## src/rtl/alu_pkg.sv

```systemverilog
// Shared constants and encodings for the 16-bit ALU and its register file.
package alu_pkg;

    localparam int DATA_W   = 16;
    localparam int ADDR_W   = 3;
    localparam int NUM_REGS = 2 ** ADDR_W;

    typedef logic [DATA_W-1:0] word_t;
    typedef logic [ADDR_W-1:0] reg_addr_t;

    typedef enum logic [1:0] {
        ALU_ADD = 2'b00,
        ALU_SUB = 2'b01,
        ALU_INC = 2'b10,
        ALU_XOR = 2'b11
    } alu_op_e;

    localparam reg_addr_t REG_ZERO  = {ADDR_W{1'b0}};
    localparam word_t     WORD_ZERO = {DATA_W{1'b0}};

endpackage

```

## src/rtl/alu_rf_read_port.sv

```systemverilog
// One registered read port: R0 masking, optional write-first bypass, output register.
// Optional feature: ALU_RF_WRITE_BYPASS_EN selects write-first on same-address collision.
module alu_rf_read_port
    import alu_pkg::*;
(
    input  logic      clk,
    input  logic      rst_n,
    input  logic      i_rd_en,
    input  reg_addr_t i_rd_addr,
    input  word_t     i_regs [NUM_REGS],
    input  logic      i_wr_en,
    input  reg_addr_t i_wr_addr,
    input  word_t     i_wr_data,
    output word_t     o_data
);

    word_t w_data;
    word_t r_data;

    // Select the value to capture; R0 always wins over any bypass.
    always_comb begin
        w_data = WORD_ZERO;
        if (i_rd_addr == REG_ZERO) begin
            w_data = WORD_ZERO;
`ifdef ALU_RF_WRITE_BYPASS_EN
        end else if (i_wr_en && (i_wr_addr == i_rd_addr)) begin
            w_data = i_wr_data;
`endif
        end else begin
            w_data = i_regs[i_rd_addr];
        end
    end

`ifndef ALU_RF_WRITE_BYPASS_EN
    logic w_unused_bypass;
    assign w_unused_bypass = i_wr_en ^ (^i_wr_addr) ^ (^i_wr_data);
`endif

    // Operand register: loads on rd_en, otherwise holds.
    always_ff @(posedge clk) begin
        if (!rst_n) begin
            r_data <= WORD_ZERO;
        end else if (i_rd_en) begin
            r_data <= w_data;
        end else begin
            r_data <= r_data;
        end
    end

    assign o_data = r_data;

endmodule

```

## src/rtl/alu_reg_file.sv

```systemverilog
// Register file around the 16-bit ALU: two registered read ports, one write port, Zero flag.
// Optional feature: ALU_RF_WRITE_BYPASS_EN (write-first collision handling in the read ports).
module alu_reg_file
    import alu_pkg::*;
(
    input  logic              clk,
    input  logic              rst_n,
    input  logic              rd_en,
    input  logic [ADDR_W-1:0] rd_addr_a,
    input  logic [ADDR_W-1:0] rd_addr_b,
    output logic [DATA_W-1:0] Data_A,
    output logic [DATA_W-1:0] Data_B,
    output logic              rd_valid,
    input  logic              wr_en,
    input  logic [ADDR_W-1:0] wr_addr,
    input  logic [DATA_W-1:0] wr_data,
    input  logic              zero_we,
    input  logic              zero_in,
    output logic              zero_flag
);

    word_t r_regs [NUM_REGS];
    logic  r_rd_valid;
    logic  r_zero_flag;

    // Storage array; R0 is never written so it stays at its reset value of zero.
    always_ff @(posedge clk) begin
        if (!rst_n) begin
            for (int i = 0; i < NUM_REGS; i++) begin
                r_regs[i] <= WORD_ZERO;
            end
        end else if (wr_en && (wr_addr != REG_ZERO)) begin
            r_regs[wr_addr] <= wr_data;
        end else begin
            r_regs <= r_regs;
        end
    end

    // Read strobe and Zero flag for the controller.
    always_ff @(posedge clk) begin
        if (!rst_n) begin
            r_rd_valid  <= 1'b0;
            r_zero_flag <= 1'b0;
        end else begin
            r_rd_valid  <= rd_en;
            r_zero_flag <= zero_we ? zero_in : r_zero_flag;
        end
    end

    alu_rf_read_port u_port_a (
        .clk       (clk),
        .rst_n     (rst_n),
        .i_rd_en   (rd_en),
        .i_rd_addr (rd_addr_a),
        .i_regs    (r_regs),
        .i_wr_en   (wr_en),
        .i_wr_addr (wr_addr),
        .i_wr_data (wr_data),
        .o_data    (Data_A)
    );

    alu_rf_read_port u_port_b (
        .clk       (clk),
        .rst_n     (rst_n),
        .i_rd_en   (rd_en),
        .i_rd_addr (rd_addr_b),
        .i_regs    (r_regs),
        .i_wr_en   (wr_en),
        .i_wr_addr (wr_addr),
        .i_wr_data (wr_data),
        .o_data    (Data_B)
    );

    assign rd_valid  = r_rd_valid;
    assign zero_flag = r_zero_flag;

endmodule

```

## config.mk

```make
export PLATFORM = sky130hd
export DESIGN_NAME = alu_reg_file
export DESIGN_NICKNAME = d
export VERILOG_FILES = /design/src/rtl/alu_pkg.sv /design/src/rtl/alu_rf_read_port.sv /design/src/rtl/alu_reg_file.sv
export SDC_FILE = /design/constraint.sdc
export NUM_CORES = 1
export LEC_CHECK = 0
export ABC_AREA = 0
export CELL_PAD_IN_SITES_DETAIL_PLACEMENT = 1
export CELL_PAD_IN_SITES_GLOBAL_PLACEMENT = 2
export CORE_UTILIZATION = 25
export DETAILED_ROUTE_END_ITERATION = 16
export HOLD_SLACK_MARGIN = 0.15
export PLACE_DENSITY_LB_ADDON = 0.1
export SETUP_SLACK_MARGIN = 0.05
export SLEW_MARGIN = 30
export SYNTH_ARGS = -nofsm -noshare
export SYNTH_HDL_FRONTEND = slang
export SYNTH_HIERARCHICAL = 1
export SYNTH_SLANG_ARGS = --single-unit
export TNS_END_PERCENT = 30
```

## constraint.sdc

```tcl
create_clock -name clk -period 1.8 [get_ports clk]
set_clock_uncertainty 0.15 [all_clocks]
set_input_delay 0.36 -clock clk [delete_from_list [all_inputs] [get_ports clk]]
set_output_delay 0.36 -clock clk [all_outputs]
set_load 0.01 [all_outputs]
```

==> After elaboration in Yosys (flattened, before gate mapping) <==
Cells that the tools add are included.
{ "op_classes": {"n_eq_ne": 0, "div": 0, "reduce_logical": 5, "mul": 0, "n_lt_le_gt_ge": 4, "muxes": 11, "bitwise_logic": 3, "n_shift": 0, "addsub": 0} }
{ "op_table": {"columns": ["cell", "count"], "rows": [
  ["$bwmux W128", 1],
  ["$mux W16", 7],
  ["$bmux W16 S3", 2],
  ["$demux W16 S3", 1],
  ["$ge A4 B4 Y1 const B", 3],
  ["$not A3 Y4", 3],
  ["$logic_not A3 Y1", 2],
  ["$lt A4 B1 Y1 const B", 1],
  ["$reduce_bool A3 Y1", 1],
  ["$logic_and A1 B1 Y1", 2]
]} }
{ "totals": {"n_memories": 0, "latch_bits": 0, "reg_bits": 162, "elab_cells": 35, "mem_bits_rw": 0, "rom_bits": 0, "out_inout_bits": 34, "in_bits": 31} }

==> Depth between registers and ports, before layout <==
Gate-level depths: netlist (run 1).
{ "logic_depth": {"word_depth": 6, "mapped_depth": 5, "mapped_depth_nobuf": 3} }

==> Cells and area by module <==
Netlist (run 1), hierarchy kept.
{ "modules_own_cells": {"columns": ["module", "n_inst", "area_per_inst_um2", "seq_area_each_um2", "cells_each"], "rows": [
  ["alu_reg_file", 1, 4575.6, 2602.5, 425],
  ["alu_rf_read_port", 2, 1470.2, 320.3, 148]
]} }

==> Least setup slack after synthesis (run 1) <==
No wires, ideal clock.
{ "synth_timing": {"kind": "in2reg", "from": "input port rd_addr_a[0]", "to": "register u_port_a.r_data[3] (netlist: u_port_a/o_data[3])", "arrival_ns": 1.264, "path_buffers": 2, "setup_slack_ns": 0.260, "setup_time_ns": 0.126, "path_stages": 5, "required_time_ns": 1.524, "path_cell_list": "buf_6 -> buf_8 -> mux2_2 -> a221oi_1 -> o31ai_1"} }
{ "synth_via": {"elab_chain_cells": 5, "word_cells_on_any_way": 6, "classes_between": "4 x mux; 1 x bitwise; 1 x reduce/logical"} }
{ "synth_lines": {"columns": ["item", "line_no", "rtl"], "rows": [
  ["start: declaration", "alu_reg_file.sv:9", "input logic [ADDR_W-1:0] rd_addr_a,"],
  ["$not A3 Y4 (not written as such)", "alu_rf_read_port.sv:30", "w_data = i_regs[i_rd_addr];"],
  ["$bmux W16 S3", "alu_rf_read_port.sv:30", null],
  ["$mux W16 (not written as such) (2 in series)", "alu_rf_read_port.sv:30", null],
  ["$mux W16 *", "alu_rf_read_port.sv:23", "if (i_rd_addr == REG_ZERO) begin"],
  ["end signal: assignment", "alu_rf_read_port.sv:44", "r_data <= w_data;"],
  ["end signal: assignment", "alu_rf_read_port.sv:46", "r_data <= r_data;"],
  ["end: declaration", "alu_rf_read_port.sv:18", "word_t r_data;"]
]} }
Mark *: on every way between the ends. The rest lies on a longest branch, timed or not. The select of a mux whose other input is x is not followed.
A chain may end at the register's enable or synchronous reset.

==> Final worst setup path (run 1) <==
{ "layout_timing": {"from": "input port rd_addr_a[2]", "to": "register u_port_a.r_data[2] (netlist: u_port_a/o_data[2])"} }
The elaborated chain is that of the path after synthesis.

==> results of run 1 <==
## area by class of cell
| class | count | area share |
|---|---|---|
| well taps | 378 | 0.0522 |
| clock buffers | 19 | 0.0489 |
| flip-flops and latches | 146 | 0.323 |
| repair buffers | 117 | 0.136 |
| inverters | 2 | 0.000828 |
| clock inverters | 13 | 0.0229 |
| multi-input cells | 484 | 0.417 |
## worst max-delay path: cells and delay by family
kind,cells,cell delay [ns]
buf+inv,4,0.83
mux,1,0.53
compound gates,1,0.16
## routing by layer
layer / part of all wire / vias up / routed length, um
li1: - / 2621 / -
met1: 0.45 / 2787 / 10500
met2: 0.50 / 88 / 11800
met3: 0.025 / 30 / 580
met4: 0.021 / 0 / 481
met5: 0 / - / 0
## cells in the final DEF, fill, tap and decap left out, types with 2 or more instances in the layout
cell type	count
nand2_1	164
mux2i_1	155
dfxtp_1	146
mux2_2	40
buf_4	34
dlygate4sd2_1	34
clkdlybuf4s50_1	27
buf_12	20
a221oi_1	18
o22ai_1	18
o31ai_1	18
clkbuf_16	17
mux2_1	14
mux4_2	14
o21ai_0	14
a21oi_1	12
bufinv_16	5
clkinvlp_4	4
nand4b_1	3
nor2b_2	3
nand4bb_1	2
nor2b_1	2
clkinv_2	2
buf_2	2
nand2b_1	2
inv_2	2
a21oi_2	2
## sequential cells by signal, summed over array words and instances (netlist names)
register	flops
r_regs	112
rd_valid	1
u_port_a/o_data	16
u_port_b/o_data	16
zero_flag	1
## power groups by stage
stage	clock [mW]	combinational, mW	sequential (mW)
floorplan	0	0.470	3.46
global placement	0	0.885	3.47
detailed placement	0	0.902	3.47
CTS	4.08	0.881	3.40
global route	4.22	0.930	3.41
finish	3.96	0.866	3.40
## through the flow
step	hold slack (ns)	worst slack (ns)	area, um2
after CTS	0.236	0.106	9060
after floorplan	0.293	0.260	7100
after global placement	0.302	-0.496	8450
final	0.260	0.108	9060
after global routing	0.253	0.0460	9060
after detailed placement	0.315	-0.549	8450
## worst min-delay path by stage
stage / cells past startpoint / endpoint / slack (ns) / from
final: 4 / r_regs[99] / 0.26 / rst_n
after global routing: 4 / r_regs[99] / 0.25 / rst_n
after CTS: 4 / r_regs[99] / 0.24 / rst_n
after detailed placement: 2 / r_regs[12] / 0.32 / r_regs[12]
after global placement: 2 / r_regs[8] / 0.30 / r_regs[8]
after floorplan: 2 / r_regs[49] / 0.29 / r_regs[49]
## what timing repair did
item,4_1_cts,5_1_grt
gates resized for setup,36,1
setup endpoints to repair,47,5
buffers inserted,0,0
==> summary.md, run 1 <==
| Metric | Value |
|---|---|
| Status | finished clean |
| Initial antenna violation count | 0 |
| Hold Fails Final Rpt | 0 |
| DP Cell Count | 1127 |
| Core area | 27900 um2 |
| R2r startpoint | r_regs[44] |
| Critical path launch point | rd_addr_a[2] |
| Number of buffers created by CTS | 17 |
| Row cnt | 61 |
| RR Endpoint | u_port_a/o_data[12] |
| Setup-failing EPs final | 0 |
| CP max stage delay | 0.53 ns |
| Layout cell share with drive strength beyond 1 | 0.192 |
| Sw Share | 0.243 |
| Sequential cell area | 2920 um2 |
| Avg Cell Area, Syn | 10.3 um2 |
| Final Slew Violations | 0 |
| Area Growth Syn to Fin | 27.7% |
| TritonRoute pass-1 iters | 4 |
| CTS tree | built |
| Clk Tree Root Cell | clkbuf_16 |
| VDD IR max | 0.000531 V |
| Busiest grt layer | met2 |
| Setup TNS | 0 ns |
| Final cell count without fillers | 1159 |
| CTS clk-pin slew, worst paths | 0.06 ns |
| Final worst-path cycle share | 0.940 |
| RSZ-0062 raised after global routing | true |
| Total grt overflow | 0 |
| Tmin final | 1.69 ns |
| Die height | 170 um |
| Total Power | 8.23 mW |
| Synth warnings | 6 |
| Die Span X | 170 um |
| Htree depth | 4 |
| Crit path max fanout | 7 |
| First-pass GRT wire length | 36300 um |
| # DRC | 0 |
| Slowest cell on the critical path | mux4_2 |
| Synth Instances | 689 |
| Per-cell routed wire length | 20.2 um |
| Clock Path Buffers | 2 |
| Area of the die | 29100 um2 |
| Critical path type | input pin to flip-flop |
| Max cap viols | 0 |
| Vias in the first global route | 6115 |
| Post-cts hold buffer count | 0 |
| IO Count | 65 |
| Pwr per Cell Area | 908 nW/um2 |
| Part of the power in combinational logic | 0.105 |
| Worst slew margin | 0.478 |
| ANT cells | 0 |
| Int Power | 6.23 mW |
| Vias per inst | 4.77 |
| Met2 usage | 0.299 |
| Startpoint types | input pin |
| WL final | 23400 um |
| Clk sinks | 146 |
| Syn nets | 720 |
| Max Freq | 591 MHz |
| Syn Std Cell Area | 7100 um2 |
| Gp weighted congestion | 0.797 |
| Met1 Use GR | 0.205 |
| Clock network power share | 0.482 |
| Fill cells | 3097 |
| Worst-Margin Slew | 0.781 ns |
| Gr usage total | 0.169 |
| Remaining antenna violation count | 0 |
| CP Capture Point | u_port_a/o_data[2] |
| Worst path cell trace | clkdlybuf4s50_1 -> buf_4 -> inv_2 -> buf_12 -> mux4_2 -> a21oi_1 |
| Pin count of the biggest net entering global routing | 63 |
| Clk Latency, worst-skew pair | 0.42 ns |
| Seq pwr share | 0.413 |
| CP required | 1.99 ns |
| CP endpoint kind | flip-flop |
| Starting density of the core | 0.255 |
| Static Leak | 4.08 nW |
| HP Class | input pin to flip-flop |
| Port buffer count | 64 |
| Detailed Place HPWL | 15800 um |
| Final nets | 799 |
| Final core utilization | 0.325 |
| Worst EP arrival | 1.88 ns |
| Setup slack, reg-to-reg | 0.44 ns |
| Sw Pwr | 2.00 mW |
| Area of the multi-input gates | 3770 um2 |
| Worst-case reg-to-reg path depth | 3 |
| GRT met3 Usage | 0.0300 |
| Via count | 5526 |
| Iteration-0 DRC Markers | 201 |
(Power assumes the default switching activity.)
==> inputs of run 2 (changes only) <==
clock period = 1.6 ns   (was 1.8 ns; I/O delays follow)
==> run 2 against run 1 <==
Compared with the run above: worst hold slack gained 0.036 ns; core utilization is 0.063 points higher; sequential power rose by 12%; register-to-register slack got worse by 0.20 ns; sequential cell count did not move; first-iteration DRC count down 7.0%; clock-buffer cell count is 1 lower; total power up 7.8%.
==> summary.md, run 2 (synthesis results as in run 1) <==
| Metric | Value |
|---|---|
| First-pass GRT wire length | 36000 um (-0.78%) |
| CP Depth | 1 (-5) |
| Max Freq | 648 MHz |
| Clk sinks | 146 (unchanged) |
| Pin count of the biggest net entering global routing | 35 (-44%) |
| Final worst-path cycle share | 0.965 |
| Per-cell routed wire length | 19.9 um (-1.5%) |
| Static Leak | 4.06 nW (-0.39%) |
| Setup TNS | 0 ns (unchanged) |
| Commonest cells after routing, fill and taps aside | 164 x nand2_1, 155 x mux2i_1, 143 x dfxtp_1 |
| Slowest cell on the critical path | dfxtp_1 |
| Hold Fails Final Rpt | 0 (unchanged) |
| Detailed Place HPWL | 15900 um (+0.48%) |
| Status | finished clean |
| Area of the die | 29100 um2 (unchanged) |
| VDD IR max | 0.000675 V (+27%) |
| Pwr per Cell Area | 977 nW/um2 (+7.6%) |
| Htree depth | 4 (unchanged) |
| Max cap viols | 0 (unchanged) |
| Row cnt | 61 (unchanged) |
| # DRC | 0 (unchanged) |
| Clk Latency, worst-skew pair | 0.42 ns (about the same) |
| Max FFs per register | 112 (unchanged) |
| Initial antenna violation count | 0 (unchanged) |
| Setup slack, reg-to-reg | 0.24 ns (-0.20 ns) |
| Worst-case reg-to-reg path depth | 3 (unchanged) |
| DP Cell Count | 1139 (+1.1%) |
| Clock Path Buffers | 2 (unchanged) |
| CP endpoint kind | output port |
| Number of buffers created by CTS | 17 (unchanged) |
| RR Endpoint | u_port_a/o_data[14] |
| R2r startpoint | r_regs[46] |
| Worst slew margin | 0.614 (+0.136) |
| Final WS setup | 0.0562 ns (-0.0522 ns) |
| Die Span X | 170 um (unchanged) |
| Worst path cell trace | dlygate4sd2_1 |
| Iteration-0 DRC Markers | 187 (-7.0%) |
| CTS tree | built |
| Worst EP arrival | 1.07 ns (-0.81 ns) |
| ANT cells | 0 (unchanged) |
| CP max stage delay | 0.38 ns (-0.15 ns) |
| WL final | 23200 um (-0.71%) |
| Critical path launch point | u_port_a/o_data[5] |
| Worst-Margin Slew | 0.577 ns (-0.205 ns) |
| Crit path max fanout | 2 (-5) |
| Starting density of the core | 0.255 (unchanged) |
| Remaining antenna violation count | 0 (unchanged) |
| Vias per inst | 4.72 (-0.91%) |
| Clk Tree Root Cell | clkbuf_16 |
| Final nets | 811 (+1.5%) |
| IO Count | 65 (unchanged) |
| Startpoint types | flip-flop |
| Postcts setup bufs | 0 (unchanged) |
| Gp weighted congestion | 0.784 (-1.6%) |
| Biggest register | r_regs |
| Commonest non-fill, non-tap cell in the layout | nand2_1 |
| Critical path's top delay family | flip-flops |
| Gr usage total | 0.168 (-0.00133) |
| CP Capture Point | Data_A[5] |
| Layout cell share with drive strength beyond 1 | 0.218 (+0.0257) |
| Place WS | -0.749 ns (-0.201 ns) |
| Area Growth Syn to Fin | 28.0% |
| CTS clk-pin slew, worst paths | 0.07 ns (about the same) |
| Final core utilization | 0.326 (+0.000629) |
| TritonRoute pass-1 iters | 4 (unchanged) |
| CP required | 1.13 ns (-0.86 ns) |
| Port buffer count | 64 (unchanged) |
| Total grt overflow | 0 (unchanged) |
| Critical path type | flip-flop to output port |
| Core area | 27900 um2 (unchanged) |
| WP buf/inv | 1 (-3) |
| Via count | 5518 (-0.14%) |
| HP Class | input pin to flip-flop |
| Hold_ws | 0.296 ns (+0.0362 ns) |
| Tmin final | 1.54 ns |
| Setup-failing EPs final | 0 (unchanged) |
| Vias in the first global route | 6050 (-1.1%) |
| RSZ-0062 raised after global routing | true |
| Die height | 170 um (unchanged) |
| Final Slew Violations | 0 (unchanged) |
| Final cell count without fillers | 1168 (+0.78%) |
==> run 2: cell types whose count changed in the layout (fill, tap and decap cells not counted), moves of 3 or more <==
| cell | before | now |
|---|---|---|
| buf_4 | 34 | 49 |
| dlygate4sd2_1 | 34 | 23 |
| clkdlybuf4s15_1 | 0 | 6 |
| clkdlybuf4s15_2 | 0 | 5 |
| buf_12 | 20 | 17 |
| dfxtp_1 | 146 | 143 |
| dfxtp_2 | 0 | 3 |
==> run 2: worst min path at each step <==
stage          slack (ns)  cells after the start           startpoint                  end
2_1_floorplan        0.29                      2           r_regs[49]           r_regs[49]
3_3_place_gp         0.30                      2           r_regs[63]           r_regs[63]
3_5_place_dp         0.30                      2  u_port_b/o_data[12]  u_port_b/o_data[12]
4_1_cts              0.29                      4                rst_n           r_regs[78]
5_1_grt              0.31                      4                rst_n            r_regs[5]
6_report             0.30                      4                rst_n           r_regs[14]
==> run 2: timing repair <==
item	CTS	global route
resized for setup	60	6
pin swaps	0	1
hold buffers	0	0
endpoints found under the setup margin	61	18
==> run 2: power breakdown <==
group / total (mW) / switching (mW) / internal (mW)
Combinational: 0.990 / 0.526 / 0.464
Sequential: 3.82 / 0.0776 / 3.74
Clock: 4.06 / 1.61 / 2.46
Total: 8.87 / 2.21 / 6.66
==> run 2: layer usage <==
metal	track usage	wire (um)
met1	0.199	10400
met4	0.0721	615
met5	0	0
met2	0.297	11600
met3	0.0277	678
==> run 2: cell type report <==
type                    count  area, um2
inverters                   2       7.51
flip-flops and latches    146       2930
repair buffers            129       1300
fillers                  3062      18800
clock inverters            11        140
clock buffers              18        439
well taps                 378        473
multi-input cells         484       3800
==> run 2: through the flow <==
stage | cell area (um2) | power [mW]
finish | 9080 | 8.87
global route | 9080 | 9.22
CTS | 9080 | 9.00
detailed placement | 8500 | 4.93
global placement | 8500 | 4.90
floorplan | 7100 | 4.42
